<file path="src/rtl/fp32_defs.sv">
// IEEE-754 single-precision field masks and the total-order key used by the
// classifier decision stage.
package fp32_defs;

    localparam logic [31:0] FP32_EXP_MASK = 32'h7F80_0000;
    localparam logic [31:0] FP32_MAN_MASK = 32'h007F_FFFF;
    localparam int          FP32_SIGN_BIT = 31;

    // Maps fp32 bit patterns onto unsigned integers that sort in numeric order.
    function automatic logic [31:0] fp32_order_key(input logic [31:0] x);
        return x[FP32_SIGN_BIT] ? ~x : (x ^ 32'h8000_0000);
    endfunction

    function automatic logic fp32_is_nan(input logic [31:0] x);
        return ((x & FP32_EXP_MASK) == FP32_EXP_MASK) && ((x & FP32_MAN_MASK) != 32'h0);
    endfunction

    function automatic logic fp32_is_zero(input logic [31:0] x);
        return (x & (FP32_EXP_MASK | FP32_MAN_MASK)) == 32'h0;
    endfunction

endpackage

</file>
<file path="src/rtl/sync_fifo.sv">
// Show-ahead synchronous FIFO with occupancy count; a push while full is
// accepted only when a pop frees a slot in the same cycle.
module sync_fifo #(
    parameter int WIDTH = 34,
    parameter int DEPTH = 4
) (
    input  logic             clk,
    input  logic             rst,
    input  logic             push,
    input  logic             pop,
    input  logic [WIDTH-1:0] din,
    output logic [WIDTH-1:0] dout,
    output logic             full,
    output logic             empty
);

    localparam int AW = (DEPTH > 1) ? $clog2(DEPTH) : 1;
    localparam int CW = $clog2(DEPTH + 1);

    logic [WIDTH-1:0] mem [DEPTH];
    logic [AW-1:0]    wr_ptr_reg;
    logic [AW-1:0]    rd_ptr_reg;
    logic [CW-1:0]    count_reg;
    logic [CW-1:0]    count_next;
    logic             do_push;
    logic             do_pop;

    assign empty   = (count_reg == '0);
    assign full    = (count_reg == CW'(DEPTH));
    assign do_pop  = pop && !empty;
    assign do_push = push && (!full || do_pop);
    assign dout    = mem[rd_ptr_reg];

    always_comb begin
        count_next = count_reg;
        if (do_push && !do_pop) begin
            count_next = count_reg + CW'(1);
        end else if (do_pop && !do_push) begin
            count_next = count_reg - CW'(1);
        end
    end

    // Storage carries no reset so it can map onto plain memory.
    always_ff @(posedge clk) begin
        if (do_push) begin
            mem[wr_ptr_reg] <= din;
        end
    end

    always_ff @(posedge clk) begin
        if (!rst) begin
            wr_ptr_reg <= '0;
            rd_ptr_reg <= '0;
            count_reg  <= '0;
        end else begin
            if (do_push) begin
                wr_ptr_reg <= wr_ptr_reg + AW'(1);
            end
            if (do_pop) begin
                rd_ptr_reg <= rd_ptr_reg + AW'(1);
            end
            count_reg <= count_next;
        end
    end

endmodule

</file>
<file path="src/rtl/argmax_2class.sv">
// Two-class argmax after the final FC layer: registers the logits, picks the
// winner by fp32 total order, buffers results and keeps per-class hit counts.
module argmax_2class
    import fp32_defs::*;
#(
    parameter int DATA_WIDTH = 32,
    parameter int FIFO_DEPTH = 4,
    parameter int CNT_WIDTH  = 16
) (
    input  logic                    clk,
    input  logic                    rst,
    input  logic                    valid_in,
    input  logic [2*DATA_WIDTH-1:0] i_data,
    input  logic                    ready_in,
    output logic                    valid_out,
    output logic                    o_class,
    output logic [DATA_WIDTH-1:0]   o_score,
    output logic                    o_nan,
    output logic                    overflow,
    output logic [CNT_WIDTH-1:0]    count0,
    output logic [CNT_WIDTH-1:0]    count1
);

    localparam int NUM_CLASSES = 2;
    localparam int ENTRY_W     = DATA_WIDTH + 2;

    genvar gi;

    logic [NUM_CLASSES-1:0][DATA_WIDTH-1:0] logit_in;
    logic [NUM_CLASSES-1:0]                 nan_in;

    logic                                   s1_valid_reg;
    logic [NUM_CLASSES-1:0][DATA_WIDTH-1:0] s1_logit_reg;
    logic [NUM_CLASSES-1:0]                 s1_nan_reg;

    logic [DATA_WIDTH-1:0] key0;
    logic [DATA_WIDTH-1:0] key1;
    logic                  win_class;
    logic [DATA_WIDTH-1:0] win_score;
    logic                  win_nan;

    logic [ENTRY_W-1:0] fifo_din;
    logic [ENTRY_W-1:0] fifo_dout;
    logic               fifo_full;
    logic               fifo_empty;
    logic               overflow_reg;

    generate
        for (gi = 0; gi < NUM_CLASSES; gi++) begin : gen_in
            assign logit_in[gi] = i_data[gi*DATA_WIDTH +: DATA_WIDTH];
            assign nan_in[gi]   = fp32_is_nan(logit_in[gi]);
        end
    endgenerate

    always_ff @(posedge clk) begin
        if (!rst) begin
            s1_valid_reg <= 1'b0;
            s1_logit_reg <= '0;
            s1_nan_reg   <= '0;
        end else begin
            s1_valid_reg <= valid_in;
            if (valid_in) begin
                s1_logit_reg <= logit_in;
                s1_nan_reg   <= nan_in;
            end
        end
    end

    // A lone NaN always loses; with two NaNs or a signed-zero pair class 0 keeps the win.
    always_comb begin
        key0      = fp32_order_key(s1_logit_reg[0]);
        key1      = fp32_order_key(s1_logit_reg[1]);
        win_class = 1'b0;
        if (s1_nan_reg[0] && !s1_nan_reg[1]) begin
            win_class = 1'b1;
        end else if (s1_nan_reg[1]) begin
            win_class = 1'b0;
        end else if (fp32_is_zero(s1_logit_reg[0]) && fp32_is_zero(s1_logit_reg[1])) begin
            win_class = 1'b0;
        end else begin
            win_class = (key1 > key0);
        end
        win_score = win_class ? s1_logit_reg[1] : s1_logit_reg[0];
        win_nan   = |s1_nan_reg;
    end

    assign fifo_din = {win_nan, win_class, win_score};

    sync_fifo #(
        .WIDTH (ENTRY_W),
        .DEPTH (FIFO_DEPTH)
    ) u_fifo (
        .clk   (clk),
        .rst   (rst),
        .push  (s1_valid_reg),
        .pop   (ready_in),
        .din   (fifo_din),
        .dout  (fifo_dout),
        .full  (fifo_full),
        .empty (fifo_empty)
    );

    always_ff @(posedge clk) begin
        if (!rst) begin
            overflow_reg <= 1'b0;
        end else if (s1_valid_reg && fifo_full && !ready_in) begin
            overflow_reg <= 1'b1;
        end
    end

    generate
        for (gi = 0; gi < NUM_CLASSES; gi++) begin : gen_cnt
            logic [CNT_WIDTH-1:0] cnt_reg;
            logic                 hit;

            assign hit = s1_valid_reg && (win_class == 1'(gi));

            always_ff @(posedge clk) begin
                if (!rst) begin
                    cnt_reg <= '0;
                end else if (hit && (cnt_reg != '1)) begin
                    cnt_reg <= cnt_reg + CNT_WIDTH'(1);
                end
            end
        end
    endgenerate

    // Head fields are masked while empty so unwritten storage never shows.
    assign valid_out = !fifo_empty;
    assign o_class   = valid_out & fifo_dout[DATA_WIDTH];
    assign o_nan     = valid_out & fifo_dout[DATA_WIDTH+1];
    assign o_score   = valid_out ? fifo_dout[DATA_WIDTH-1:0] : '0;
    assign overflow  = overflow_reg;
    assign count0    = gen_cnt[0].cnt_reg;
    assign count1    = gen_cnt[1].cnt_reg;

endmodule

</file>
<file path="config.mk">
export PLATFORM = sky130hd
export DESIGN_NAME = argmax_2class
export DESIGN_NICKNAME = d
export VERILOG_FILES = /design/src/rtl/fp32_defs.sv /design/src/rtl/sync_fifo.sv /design/src/rtl/argmax_2class.sv
export SDC_FILE = /design/constraint.sdc
export NUM_CORES = 1
export LEC_CHECK = 0
export ABC_AREA = 1
export CAP_MARGIN = 20
export CORE_UTILIZATION = 58
export CTS_BUF_LIST = sky130_fd_sc_hd__clkbuf_8
export DETAILED_ROUTE_END_ITERATION = 16
export GPL_TIMING_DRIVEN = 0
export PLACE_DENSITY_LB_ADDON = 0.12
export SLEW_MARGIN = 20
export SYNTH_ARGS = -nofsm -noshare
export SYNTH_HDL_FRONTEND = slang
export SYNTH_SLANG_ARGS = --single-unit
export TNS_END_PERCENT = 30
</file>
<file path="constraint.sdc">
create_clock -name clk -period 3.55 [get_ports clk]
set_input_delay 0.5325 -clock clk [delete_from_list [all_inputs] [get_ports clk]]
set_output_delay 0.5325 -clock clk [all_outputs]
set_load 0.005 [all_outputs]
</file>
Word-level counts from Yosys, hierarchy flattened
Memories as Yosys holds them, arrays and structs flattened. A register that Yosys moved wholly into a read port is not among the register bits.
Cells that the tools add are included.
- register bits after elaboration: 107
- memory bits (writable): 136
- output and inout port bits: 68
- word-level logic and storage cells: 71
- memories kept: 1
- $add $sub $neg: 6
- order comparisons: 1
- eq/ne operators: 5
- mux-type cells: 13
- bitwise logic cells: 7
- reductions and logical operators: 28
- memory list (memory ; depth ; bits a word ; rd ports ; clocked after Yosys merged registers in ; wr ports ; line ; RTL):
    u_fifo.mem ; 4 ; 34 ; 1 ; 1 ; 1 ; sync_fifo.sv:20 ; logic [WIDTH-1:0] mem [DEPTH];
- operators with widths (kind ; count):
    32-bit 2-to-1 mux ; 4
    32-bit logical NOT ; 2
    32-bit inverter ; 2
    32-bit nonzero test ; 2
    16-bit by 1-bit adder with 16-bit output, second input constant ; 2
    32-bit greater-than comparator ; 1
    16-bit inequality test, second input constant ; 2
    8-bit equality test, second input constant ; 2
    1-bit logical AND ; 14
    1-bit logical NOT ; 6
    3-bit 2-to-1 mux ; 2
    1-bit 2-to-1 mux ; 5
    2-bit by 1-bit adder with 2-bit output, second input constant ; 2
    2-bit 2-to-1 mux ; 2
    3-bit by 1-bit adder with 3-bit output, second input constant ; 1
    3-bit equality test, second input constant ; 1
    3-bit logical NOT ; 1
    1-bit inverter ; 3
    3-bit by 1-bit subtractor with 3-bit output, second input constant ; 1
    1-bit bitwise AND ; 2
    2-bit nonzero test ; 1
    2-bit OR reduction ; 1
    1-bit logical OR ; 1

Logic depth before layout (Yosys ltp)
Gate-level depths: netlist of the first run.
- depth in word-level cells: 9
- depth in mapped cells: 22
- depth with buffers taken out: 18

Cells and area by module
A second synthesis of the first run with hierarchy kept.
- cells, all modules: 1440
- area total of the unflattened synthesis: 12485.7 µm²
- modules (own cells, without submodules) (module ; instances ; cells each ; area an instance (µm²) ; seq. area each (µm²)):
    argmax_2class ; 1 ; 1039 ; 6740.2 ; 2001.9
    sync_fifo ; 1 ; 401 ; 5745.5 ; 4264.1

Least setup slack after synthesis of the first run
Ideal clock, no wire load.
- path kind: reg2reg
- from: register s1_logit_reg[31] in the netlist's numbering
- to: memory u_fifo.mem[0][31] (data pin)
- library setup time: 0.272 ns
- data arrival time: 2.493 ns
- data required time: 3.278 ns
- setup slack: 0.785 ns
- stages on the path, launching flop included: 16
- path buffers: 4
- period minus slack after synthesis: 2.765 ns
- cells stage by stage: dfxtp_1 > clkbuf_1 > buf_1 > xnor2_1 > ha_1 > nand2_1 > nor3_2 > nand2_1 > nand2_1 > nand2_1 > nand2_1 > nand3_2 > nand2_1 > buf_4 > buf_2 > a21oi_1
- cells in the longest elaborated chain, start to end: 7
- elaborated cells on any way between the ends: 8
- RTL lines (item ; line ; RTL):
    from (decl) ; argmax_2class.sv:33 ; logic [NUM_CLASSES-1:0][DATA_WIDTH-1:0] s1_logit_reg;
    from (signal assigned) ; argmax_2class.sv:63 ; s1_logit_reg <= logit_in;
    1-bit inverter (no source line) or 32-bit inverter (tied branches) ; - ;
    32-bit 2-to-1 mux (*) ; fp32_defs.sv:11 ; return x[FP32_SIGN_BIT] ? ~x : (x ^ 32'h8000_0000);
    32-bit greater-than comparator (*) ; argmax_2class.sv:81 ; win_class = (key1 > key0);
    1-bit 2-to-1 mux (*) ; argmax_2class.sv:78 ; end else if (fp32_is_zero(s1_logit_reg[0]) && fp32_is_zero(s1_logit_reg[1])) begin
    1-bit 2-to-1 mux (*) ; argmax_2class.sv:76 ; end else if (s1_nan_reg[1]) begin
    1-bit 2-to-1 mux (*) ; argmax_2class.sv:74 ; if (s1_nan_reg[0] && !s1_nan_reg[1]) begin
    net u_fifo.din[32] ; sync_fifo.sv:11 ; input logic [WIDTH-1:0] din,
    32-bit 2-to-1 mux (*) ; argmax_2class.sv:83 ; win_score = win_class ? s1_logit_reg[1] : s1_logit_reg[0];
    net u_fifo.din[31] ; sync_fifo.sv:11 ;
    to (decl) ; sync_fifo.sv:20 ;
Mark *: on every way through the listed nets, which the timed path passes. The rest lies on a longest branch.

==> summary.md, run 1 <==
| Metric | Value |
|---|---|
| Run status | `finished, final reports clean` |
| Simple-Gate Fraction of Synth Area | `19.61%` |
| First drt pass iteration count | `5` |
| Die ar. | `0.02103 sq mm` |
| Worst Hold Class | `input pin to flip-flop` |
| Routed WL per cell | `16.97 um` |
| Die X | `145.0 um` |
| Inserted Diodes | `0` |
| Fraction of synthesized cell area taken by the top area cell type | `34.42%` |
| Initial antenna violation count | `0` |
| Endpoint kind of the worst setup timing path | `output pin` |
| First-pass GRT wire length | `49.93 mm` |
| Most frequent cells after synthesis | `nor2_1, nand2_1, o21ai_0` |
| Category of the critical setup timing path | `flip-flop to output pin` |
| Setup Slack @ Placement | `-0.09370 ns` |
| Synth Area in Adders | `4.282%` |
| CTS hold repair buffers | `0` |
| Final Cycle Share | `97.44%` |
| Sequential Power Share | `39.2%` |
| Final HPWL DP | `22.28 mm` |
| Number of warnings issued by yosys | `0` |
| Via-to-Cell Ratio | `5.545` |
| CTS root buffer | `clkbuf_8` |
| Remaining design rule violation count | `0` |
| Number of clock sinks seen by CTS | `245` |
| Dominant combinational cell family by area after synthesis | `simple AND/OR/NAND/NOR gates` |
| Most area-hungry cell type in the Yosys netlist | `edfxtp_1` |
| Synthesized area divided by synthesized cell count | `8.523 sq um` |
| Final net count | `1678` |
| Fill count | `1503` |
| Insertion delay to the later sink of the worst-skew pair | `0.54 ns` |
| Slowest library cell on the worst path | `clkdlybuf4s50_1` |
| Count of port buffers added during placement | `133` |
| Maximum buffer depth of the clock tree | `3` |
| Mux share of post-synthesis cell area | `0%` |
| Most repeated cell in the gate-level netlist after synthesis | `nor2_1` |
| Largest cells by area after synthesis | `edfxtp_1, dfxtp_1, nor2_1, o21ai_0, nand2_1` |
| Post-synthesis to final-layout area growth | `22.58%` |
| Maximum frequency from static timing analysis | `289.1 MHz` |
| Pin count of the biggest net entering global routing | `25` |
| Worst path top cell family by delay | `buffers and inverters` |
| Critical path peak fanout | `10` |
| Switching pwr | `2716 uW` |
| Clock transition at the registers of the reported paths | `0.06 ns` |
| Worst clock skew | `0.01319 ns` |
| Clock H-tree levels | `2` |
| Nature of the critical path startpoint | `flip-flop` |
| Global route total overflow | `0` |
| Effective utilization at floorplan | `59.97%` |
| Via Count | `10340` |
| Final hold violation count | `0` |
| Number of top-level pins | `136` |
| Gate power share | `29.9%` |
| Total nets after synthesis | `1500` |
| Crit-path cells | `clkbuf_1 -> buf_2 -> buf_2 -> nor2_1 -> nor2_1 -> o21ai_0 -> a21oi_1 -> clkdlybuf4s50_1` |
| Count of standard-cell rows | `51` |
| Final wirelength | `31.65 mm` |
| Iteration-0 DRC Markers | `867` |
| Maximum ir drop on the vdd rail | `0.0003196 V` |
| Area of the mapped netlist | `0.01186 sq mm` |
| Final WS setup | `0.09083 ns` |
| Netlist cell types | `32` |
| Number of enable flip-flop cells after synthesis | `136` |
| Min Tclk post-route | `3.459 ns` |
| Post-Syn Instances | `1392` |
| Commonest register cell after synthesis | `edfxtp_1` |
| Buffer and inverter count on the worst path | `4` |
| Share of synthesized registers carrying an async set or reset | `0%` |
| Total power draw | `8508 uW` |
| Post-synthesis compound-gate area fraction | `12.23%` |
| Internal power of the cells | `5791 uW` |
| Num CTS Buffers | `39` |
| Least-Margin Pin Slew | `0.6338 ns` |
| Worst relative slew slack | `57.65%` |
| Final setup violation count | `0` |
| Max FFs per register | `136` |
| Share of synthesized area occupied by flip-flops and latches | `52.82%` |
| Part of the total power dissipated in the clock network | `30.9%` |
| Height of the die | `145.0 um` |
| Static Leakage | `0.005730 uW` |
| Post-synthesis share of cell area spent on xor and xnor gates | `4.651%` |
| Largest stage delay on the critical path | `0.55 ns` |
| Max-cap violations | `0` |
| Net Sw Frac | `31.93%` |
| Total of flip-flops plus latches after synthesis | `245` |
| Required @ worst endpoint | `3.02 ns` |
| WP data arrival | `2.93 ns` |
| Cell Pwr Density | `585.0 mW/mm^2` |
| Vias in the first global route | `10020` |
| Area of the placeable core | `0.01978 sq mm` |
| Share of post-route cells with drive strength above 1 | `6.688%` |
| TritonCTS clock tree | `yes` |
| Aggregate global-route resource usage | `30.09%` |
| Number of nets with antenna violations after detailed routing | `0` |
| Gpl congestion | `0.9273` |
| Total count of max-transition violations in the final report | `0` |
==> metrics by stage <==
step / util, % / instance area [sq um] / TNS, ns / hold slack (ns) / instances
global placement: 68.38 / 13530 / -85.52 / 0.4422 / 1790
detailed placement: 69.01 / 13650 / -1.310 / 0.4449 / 1794
global route: 73.52 / 14540 / -0.01395 / 0.4426 / 1865
CTS: 73.40 / 14520 / 0 / 0.3872 / 1865
floorplan: - / 11860 / 0 / 0.4362 / 1392
finish: 73.52 / 14540 / 0 / 0.4256 / 1865
==> power groups by stage <==
stage | Sequential (uW) | Clock [uW] | Combinational [uW]
2_1_floorplan | 3360 | 0 | 1340
3_3_place_gp | 3390 | 0 | 2420
3_5_place_dp | 3390 | 0 | 2500
4_1_cts | 3330 | 2660 | 2520
5_1_grt | 3350 | 2770 | 2800
6_report | 3330 | 2630 | 2550
==> metal layers <==
| layer | share of wire [%] | track usage (%) | vias to the layer above | wire length (um) |
|---|---|---|---|---|
| met2 | 49 | 51.59 | 422 | 15420 |
| li1 | - | - | 5020 | - |
| met5 | 0 | 0 | - | 0 |
| met1 | 40 | 37.26 | 4812 | 12670 |
| met3 | 7.4 | 4.623 | 87 | 2357 |
| met4 | 3.8 | 13.99 | 0 | 1197 |
==> worst register-to-register path, cell delays in order (launching register included) <==
cell      delay (ns)
dfxtp_1         0.34
clkbuf_1        0.28
buf_2           0.36
xnor2_1         0.13
ha_1            0.30
nand2_1         0.09
nor3_2          0.23
nand2_1         0.07
nand2_1         0.09
nand2_1         0.07
nand2_1         0.11
nand3_2         0.13
nand2_1         0.12
buf_4           0.22
buf_2           0.27
nand2_1         0.08
o21ai_1         0.27
==> worst paths after layout <==
kind / from / end / slack, ns / cells past startpoint
max: flip-flop / o_score[27] / 0.09 / 8
min reg2reg: overflow / overflow / 0.46 / 2
min: rst / s1_logit_reg[14] / 0.43 / 3
max reg2reg: s1_logit_reg[31] / u_fifo.mem[3][18] / 0.11 / 16
==> cells in the final DEF, fill, tap and decap left out, types with 2 or more instances in the layout <==
cell and instances:
buf_2 12, clkdlybuf4s50_1 133, nand2_1 168, dfxtp_1 109, clkbuf_4 3, clkbuf_8 47, nor2_1 277, buf_12 2
a21oi_1 120, inv_1 123, bufinv_16 4, o21ai_1 24, nor3_2 3, clkinv_2 6, nand4_1 31, edfxtp_1 136
clkbuf_2 4, nand3_1 54, ha_1 39, o21ai_2 2, inv_2 6, nor2_4 4, inv_6 2, buf_16 2
clkbuf_1 50, xor2_1 32, nor4_1 7, xnor2_1 31, buf_4 5, nor3_1 11, o21ai_0 141
==> area by class of cell <==
| class | instances | area (sq um) | area share [%] |
|---|---|---|---|
| sequential | 245 | 6266 | 43.09 |
| timing repair buffer | 137 | 1426 | 9.808 |
| tap | 265 | 331.6 | 2.280 |
| buffer | 75 | 339.1 | 2.332 |
| clock buffer | 47 | 646.9 | 4.448 |
| inverter | 118 | 442.9 | 3.046 |
| multi-input combinational | 954 | 4877 | 33.54 |
| clock inverter | 24 | 212.7 | 1.463 |
==> repair_timing <==
item	CTS	global route
resized for setup	7	13
buffers inserted	0	0
setup endpoints to repair	111	144
gates cloned	0	0
==> kinds of logic after synthesis <==
family,after synthesis
fa+ha+maj,40
flops,245
xor+xnor,63
compound gates,289
buf+inv,193
simple gates,562
(Power assumes the default switching activity.)
==> run 2: changes to the inputs <==
--- a/config.mk
+++ b/config.mk
@@ -7,6 +7,7 @@
 export LEC_CHECK = 0
 export ABC_AREA = 1
 export CAP_MARGIN = 20
+export CORE_MARGIN = 3
 export CORE_UTILIZATION = 58
 export CTS_BUF_LIST = sky130_fd_sc_hd__clkbuf_8
 export DETAILED_ROUTE_END_ITERATION = 16
==> run 2 against run 1 <==
  * Maximum frequency is 4.1% higher
  * Worst hold slack lost 0.016 ns
  * Register-to-register slack improved by 0.12 ns
  * Cell count increased by 0.21%
  * Total power decreased by 2.9%
  * Clock power shrank 8.4%
  * Core utilization fell by 0.31 points
  * Die area increased by 5.6%
  * Critical path depth increased by 10
  * Sequential power barely moved
==> summary.md, run 2 (synthesized netlist as in run 1, its figures left out) <==
| Metric | Value |
|---|---|
| Die ar. | `0.02221 sq mm (+5.6%)` |
| Area occupied by multi-input gates | `0.004870 sq mm (-0.15%)` |
| Final standard cell count with taps included and fillers excluded | `1869 (+0.21%)` |
| Gpl congestion | `0.9308 (+0.38%)` |
| Iteration-0 DRC Markers | `681 (-21%)` |
| Count of port buffers added during placement | `133 (unchanged)` |
| Final wirelength | `30.85 mm (-2.5%)` |
| Fill count | `1501 (-0.13%)` |
| Via-to-Cell Ratio | `5.447 (-1.8%)` |
| Height of the die | `149.0 um (+2.8%)` |
| Maximum buffer depth of the clock tree | `3 (unchanged)` |
| Worst relative slew slack | `58.35% (+0.70 points)` |
| Sequential cell area in the final layout | `0.006266 sq mm (unchanged)` |
| Required @ worst endpoint | `3.83 ns (+0.81 ns)` |
| Worst clock skew | `0.02317 ns (+0.009975 ns)` |
| Startpoint of the most critical register-to-register path | `s1_logit_reg[63]` |
| Total count of max-transition violations in the final report | `0 (unchanged)` |
| Post CTS Setup Buffer Count | `0 (unchanged)` |
| CTS root buffer | `clkbuf_8` |
| Area of the placeable core | `0.01978 sq mm (unchanged)` |
| Clock H-tree levels | `2 (unchanged)` |
| TritonCTS clock tree | `yes` |
| Worst min-delay path startpoint | `rst` |
| Number of clock sinks seen by CTS | `245 (unchanged)` |
| Clock transition at the registers of the reported paths | `0.06 ns (about the same)` |
| Setup repair after global routing missed its margin | `no` |
| Inserted Diodes | `0 (unchanged)` |
| Static Leakage | `0.005708 uW (-0.38%)` |
| Number of instances in the placed design | `1794 (unchanged)` |
| Num CTS Buffers | `42 (+7.7%)` |
| Maximum frequency from static timing analysis | `300.9 MHz (+4.1%)` |
| Cell Pwr Density | `570.4 mW/mm^2 (-2.5%)` |
| Global route total overflow | `0 (unchanged)` |
| Endpoint kind of the worst setup timing path | `flip-flop` |
| Routed WL per cell | `16.50 um (-2.7%)` |
| Die X | `149.0 um (+2.8%)` |
| Share of post-route cells with drive strength above 1 | `6.608% (-0.079 points)` |
| Most frequent cells in the layout | `nor2_1, nand2_1, o21ai_0` |
| Worst Hold Class | `input pin to flip-flop` |
| Most frequent standard cell in the layout excluding fill and tap cells | `nor2_1` |
| Vias in the first global route | `9836 (-1.8%)` |
| FF-to-FF End | `u_fifo.mem[0][23]` |
| Min Tclk post-route | `3.323 ns (-0.1358 ns)` |
| First drt pass iteration count | `5 (unchanged)` |
| Final setup violation count | `0 (unchanged)` |
| Final HPWL DP | `22.20 mm (-0.37%)` |
| WP data arrival | `3.60 ns (+0.67 ns)` |
| Pin count of the biggest net entering global routing | `25 (unchanged)` |
| Least-Margin Pin Slew | `0.6233 ns (-0.01049 ns)` |
| Final hold violation count | `0 (unchanged)` |
| Run status | `finished, final reports clean` |
| CTS hold repair buffers | `0 (unchanged)` |
| Via Count | `10180 (-1.6%)` |
| Max-cap violations | `0 (unchanged)` |
| Effective utilization at floorplan | `59.97% (unchanged)` |
| Min-Delay Path Depth | `3 (unchanged)` |
| Setup slack on the worst flop-to-flop path | `0.23 ns (+0.12 ns)` |
| Number of nets with antenna violations after detailed routing | `0 (unchanged)` |
| Post-Route Utilization | `73.21% (-0.31 points)` |
| Initial antenna violation count | `0 (unchanged)` |
| Number of top-level pins | `136 (unchanged)` |
| Final Cycle Share | `93.62% (-3.8 points)` |
| Max FFs per register | `136 (unchanged)` |
| Remaining design rule violation count | `0 (unchanged)` |
| Critical path peak fanout | `10 (unchanged)` |
| Post-synthesis to final-layout area growth | `22.06%` |
| Endpoint, Worst Hold | `s1_logit_reg[20]` |
| Nature of the critical path startpoint | `flip-flop` |
| Final net count | `1680 (+0.12%)` |
| First-pass GRT wire length | `48.73 mm (-2.4%)` |
| Reg2Reg Depth | `18 (+2)` |
| Maximum ir drop on the vdd rail | `0.0002872 V (-10%)` |
| Insertion delay to the later sink of the worst-skew pair | `0.54 ns (about the same)` |
| Category of the critical setup timing path | `flip-flop to flip-flop` |
| Aggregate global-route resource usage | `27.54% (-2.5 points)` |
| Count of standard-cell rows | `51 (unchanged)` |
[run 2: per-layer routing]
layer | wire length [um] | track usage (%)
met3 | 2289 | 5.257
met2 | 14920 | 47.18
met1 | 12850 | 35.26
met5 | 0 | 0
met4 | 787 | 9.336
[run 2: worst max path at each step]
stage | from | to | cells after the start | slack, ns
CTS | flip-flop | o_score[13] | 8 | 0.03
floorplan | s1_logit_reg[31] | u_fifo.mem[0][31] | 15 | 0.78
global route | s1_logit_reg[63] | u_fifo.mem[2][29] | 18 | 0.02
finish | s1_logit_reg[63] | u_fifo.mem[0][23] | 18 | 0.23
detailed placement | s1_logit_reg[31] | u_fifo.mem[3][24] | 16 | -0.08
global placement | ready_in | u_fifo.mem[1][9] | 5 | -0.65
[run 2: stage by stage]
stage	hold slack [ns]	setup TNS, ns	setup slack [ns]	power, uW	cell area, sq um
after global placement	0.4422	-86.08	-0.6488	5802	13530
after detailed placement	0.4514	-3.196	-0.08169	5876	13640
after CTS	0.3710	0	0.03148	8280	14470
after global routing	0.4151	0	0.01665	8702	14480
after floorplan	0.4362	0	0.7848	4706	11860
final	0.4093	0	0.2266	8261	14480
[run 2: area by class of cell]
type	instances	share of cell area (%)
Sequential cell	245	43.27
Inverter	118	3.059
Timing Repair Buffer	137	9.798
Multi-Input combinational cell	954	33.63
Buffer	74	2.333
Tap cell	265	2.290
Clock buffer	51	4.847
Clock inverter	25	0.7776
[run 2: worst max-delay path, stage by stage, from the launching register on]
cell,delay [ns]
dfxtp_1,0.32
clkbuf_1,0.21
buf_2,0.37
xor2_1,0.13
ha_1,0.30
nand2_1,0.05
nor2_1,0.16
nand2_1,0.08
nand2_1,0.06
nand2_1,0.04
nand2_1,0.10
nand2_1,0.07
nand2_1,0.09
nand3_2,0.12
nand2_1,0.13
buf_4,0.21
buf_2,0.28
nand2_1,0.07
o21ai_1,0.26
[run 2: where the power goes]
| group | total (uW) | switching [uW] | internal (uW) |
|---|---|---|---|
| registers | 3330 | 103 | 3230 |
| logic | 2510 | 1460 | 1060 |
| clock network | 2410 | 1110 | 1310 |
[run 2: what timing repair did]
action | CTS | global route
gates cloned | 0 | 0
endpoints found under the hold margin | 0 | 0
resized for setup | 5 | 17
endpoints found under the setup margin | 103 | 117
==> run 3: changes to the inputs <==
--- a/config.mk
+++ b/config.mk
@@ -7,10 +7,10 @@
 export LEC_CHECK = 0
 export ABC_AREA = 1
 export CAP_MARGIN = 20
-export CORE_MARGIN = 3
-export CORE_UTILIZATION = 58
+export CORE_UTILIZATION = 60
 export CTS_BUF_LIST = sky130_fd_sc_hd__clkbuf_8
 export DETAILED_ROUTE_END_ITERATION = 16
+export DONT_BUFFER_PORTS = 1
 export GPL_TIMING_DRIVEN = 0
 export PLACE_DENSITY_LB_ADDON = 0.12
 export SLEW_MARGIN = 20
==> constraint.sdc (replaced) <==
create_clock -name clk -period 3.4 [get_ports clk]
set_input_delay 0.51 -clock clk [delete_from_list [all_inputs] [get_ports clk]]
set_output_delay 0.51 -clock clk [all_outputs]
set_load 0.005 [all_outputs]
==> run 3 against run 2 <==
  * Critical path depth is 1 lower
  * Worst hold slack got worse by 0.30 ns
  * Maximum frequency grew 3.2%
  * First-iteration DRC count grew 8.1%
  * Combinational power is 19% lower
  * Core utilization down 5.6 points
  * Sequential power grew 5%
  * Critical endpoint is now u_fifo.mem[1][28]
  * Largest power group unchanged
==> summary.md, run 3 (synthesized netlist as in run 1, its figures left out) <==
| Metric | Value |
|---|---|
| Run status | `finished, final reports clean` |
| Cell Pwr Density | `603.9 mW/mm^2 (+5.9%)` |
| Num CTS Buffers | `39 (-7.1%)` |
| Via Count | `9565 (-6.0%)` |
| Effective utilization at floorplan | `61.16% (+1.2 points)` |
| Iteration-0 DRC Markers | `736 (+8.1%)` |
| Least-Margin Pin Slew | `0.9970 ns (+0.3737 ns)` |
| Number of clock sinks seen by CTS | `245 (unchanged)` |
| Nature of the critical path startpoint | `flip-flop` |
| Die ar. | `0.02034 sq mm (-8.4%)` |
| Fill count | `1630 (+8.6%)` |
| Insertion delay to the later sink of the worst-skew pair | `0.55 ns (about the same)` |
| Area occupied by multi-input gates | `0.004890 sq mm (+0.41%)` |
| Number of nets with antenna violations after detailed routing | `0 (unchanged)` |
| CP most frequent cell | `nand2_1` |
| Final net count | `1544 (-8.1%)` |
| Maximum buffer depth of the clock tree | `3 (unchanged)` |
| Largest stage delay on the critical path | `0.33 ns (-0.04 ns)` |
| Worst relative slew slack | `33.29% (-25 points)` |
| CTS hold repair buffers | `0 (unchanged)` |
| First-pass GRT wire length | `46.44 mm (-4.7%)` |
| Worst clock skew | `0.03257 ns (+0.009400 ns)` |
| Number of top-level pins | `136 (unchanged)` |
| Post-synthesis to final-layout area growth | `10.53%` |
| Endpoint kind of the worst setup timing path | `flip-flop` |
| Final setup violation count | `0 (unchanged)` |
| Slowest library cell on the worst path | `buf_2` |
| First drt pass iteration count | `5 (unchanged)` |
| Setup repair after global routing missed its margin | `no` |
| Startpoint of the most critical register-to-register path | `s1_logit_reg[63]` |
| Aggregate global-route resource usage | `29.78% (+2.2 points)` |
| Share of post-route cells with drive strength above 1 | `6.748% (+0.14 points)` |
| Via-to-Cell Ratio | `5.519 (+1.3%)` |
| Total count of max-transition violations in the final report | `0 (unchanged)` |
| Maximum frequency from static timing analysis | `310.6 MHz (+3.2%)` |
| Die X | `142.6 um (-4.3%)` |
| Final wirelength | `30.01 mm (-2.7%)` |
| Global route total overflow | `0 (unchanged)` |
| Vias in the first global route | `9201 (-6.5%)` |
| Most frequent standard cell in the layout excluding fill and tap cells | `nor2_1` |
| Static Leakage | `0.005186 uW (-9.1%)` |
| Sequential cell area in the final layout | `0.006266 sq mm (unchanged)` |
| Routed WL per cell | `17.32 um (+4.9%)` |
| Area of the placeable core | `0.01940 sq mm (-1.9%)` |
| Gpl congestion | `0.9184 (-1.3%)` |
| WP data arrival | `3.46 ns (-0.14 ns)` |
| TritonCTS clock tree | `yes` |
| Final Cycle Share | `94.68% (+1.1 points)` |
| Worst Hold Class | `input pin to flip-flop` |
| Clock H-tree levels | `2 (unchanged)` |
| Maximum ir drop on the vdd rail | `0.0003367 V (+17%)` |
| CTS root buffer | `clkbuf_8` |
| Setup tns final | `0 ns (unchanged)` |
| Crit-path cells | `clkbuf_1 -> buf_4 -> xor2_1 -> ha_1 -> nand2_1 -> nor2_1 -> nand2_1 -> nand2_1 -> nand2_1 -> nand2_1 -> nand2_1 -> nand2_1 -> nand3_2 -> nand2_1 -> buf_4 -> buf_2 -> o21ai_1` |
| Max-cap violations | `0 (unchanged)` |
| Required @ worst endpoint | `3.64 ns (-0.19 ns)` |
| Height of the die | `142.6 um (-4.3%)` |
| Remaining design rule violation count | `0 (unchanged)` |
| Clock transition at the registers of the reported paths | `0.06 ns (about the same)` |
| Final hold violation count | `0 (unchanged)` |
| Pin count of the biggest net entering global routing | `25 (unchanged)` |
| Count of port buffers added during placement | `0 (-100%)` |
| Count of standard-cell rows | `51 (unchanged)` |
| Critical path peak fanout | `13 (+3)` |
| Most frequent cells in the layout | `nor2_1, nand2_1, o21ai_0` |
| Worst min-delay path startpoint | `i_data[59]` |
| Initial antenna violation count | `1 (+1)` |
| Category of the critical setup timing path | `flip-flop to flip-flop` |
| Post CTS Setup Buffer Count | `0 (unchanged)` |
| Min Tclk post-route | `3.219 ns (-0.1042 ns)` |
| Max FFs per register | `136 (unchanged)` |
| Total power draw | `7919 uW (-4.1%)` |
| Worst setup path startpoint | `s1_logit_reg[63]` |
| Final HPWL DP | `21.70 mm (-2.3%)` |
run 3: power breakdown:
part           internal, uW  switching [uW]
Sequential             3370             110
Clock                  1260            1140
Combinational           594            1450
run 3: area by class of cell:
cell class | instances | share of cell area, %
flip-flops and latches | 245 | 47.79
diodes | 1 | 0.01908
multi-input cells | 954 | 37.29
inverters | 118 | 3.378
clock inverters | 25 | 0.8206
clock buffers | 47 | 4.933
plain buffers | 74 | 2.576
well taps | 265 | 2.529
repair buffers | 4 | 0.6679
run 3: worst paths after layout:
kind | to | slack (ns) | depth (start not counted)
setup / recovery | u_fifo.mem[1][28] | 0.18 | 17
setup reg to reg | u_fifo.mem[1][28] | 0.18 | 17
hold reg to reg | overflow | 0.48 | 2
hold / removal | s1_logit_reg[59] | 0.11 | 2
run 3: per-stage QoR:
| step | setup slack [ns] | cell area, sq um | utilization [%] | hold WS [ns] | instances |
|---|---|---|---|---|---|
| floorplan | 0.6348 | 11860 | - | 0.4362 | 1392 |
| global placement | -0.3543 | 12200 | 62.87 | 0.4554 | 1657 |
| detailed placement | -0.2491 | 12310 | 63.47 | 0.4665 | 1661 |
| CTS | 0.04709 | 13070 | 67.40 | 0.09334 | 1733 |
| global route | 0.005818 | 13110 | 67.58 | 0.1064 | 1732 |
| finish | 0.1808 | 13110 | 67.60 | 0.1134 | 1733 |
run 3: repair_timing:
item | 4_1_cts | 5_1_grt
endpoints found under the hold margin | 0 | 0
resized for setup | 5 | 20
setup endpoints to repair | 128 | 128
run 3: per-layer routing:
metal	routed length [um]	share of wire, %	vias to the layer above	GRT usage (%)
li1	-	-	4742	-
met1	12070	40	4421	35.55
met2	14230	47	338	50.49
met3	2706	9.0	64	8.484
met4	1000	3.3	0	12.28
met5	0	0	-	0
run 3: critical path: cells and delay by family, from the launching register on:
kind                       cells  cell delay, ns
DFF                            1            0.31
xor gates and xnor gates       1            0.10
AOI/OAI and AO/OA              1            0.22
and+or+nand+nor               10            0.93
adders and majority gates      1            0.30
buffers and inverters          4            1.03
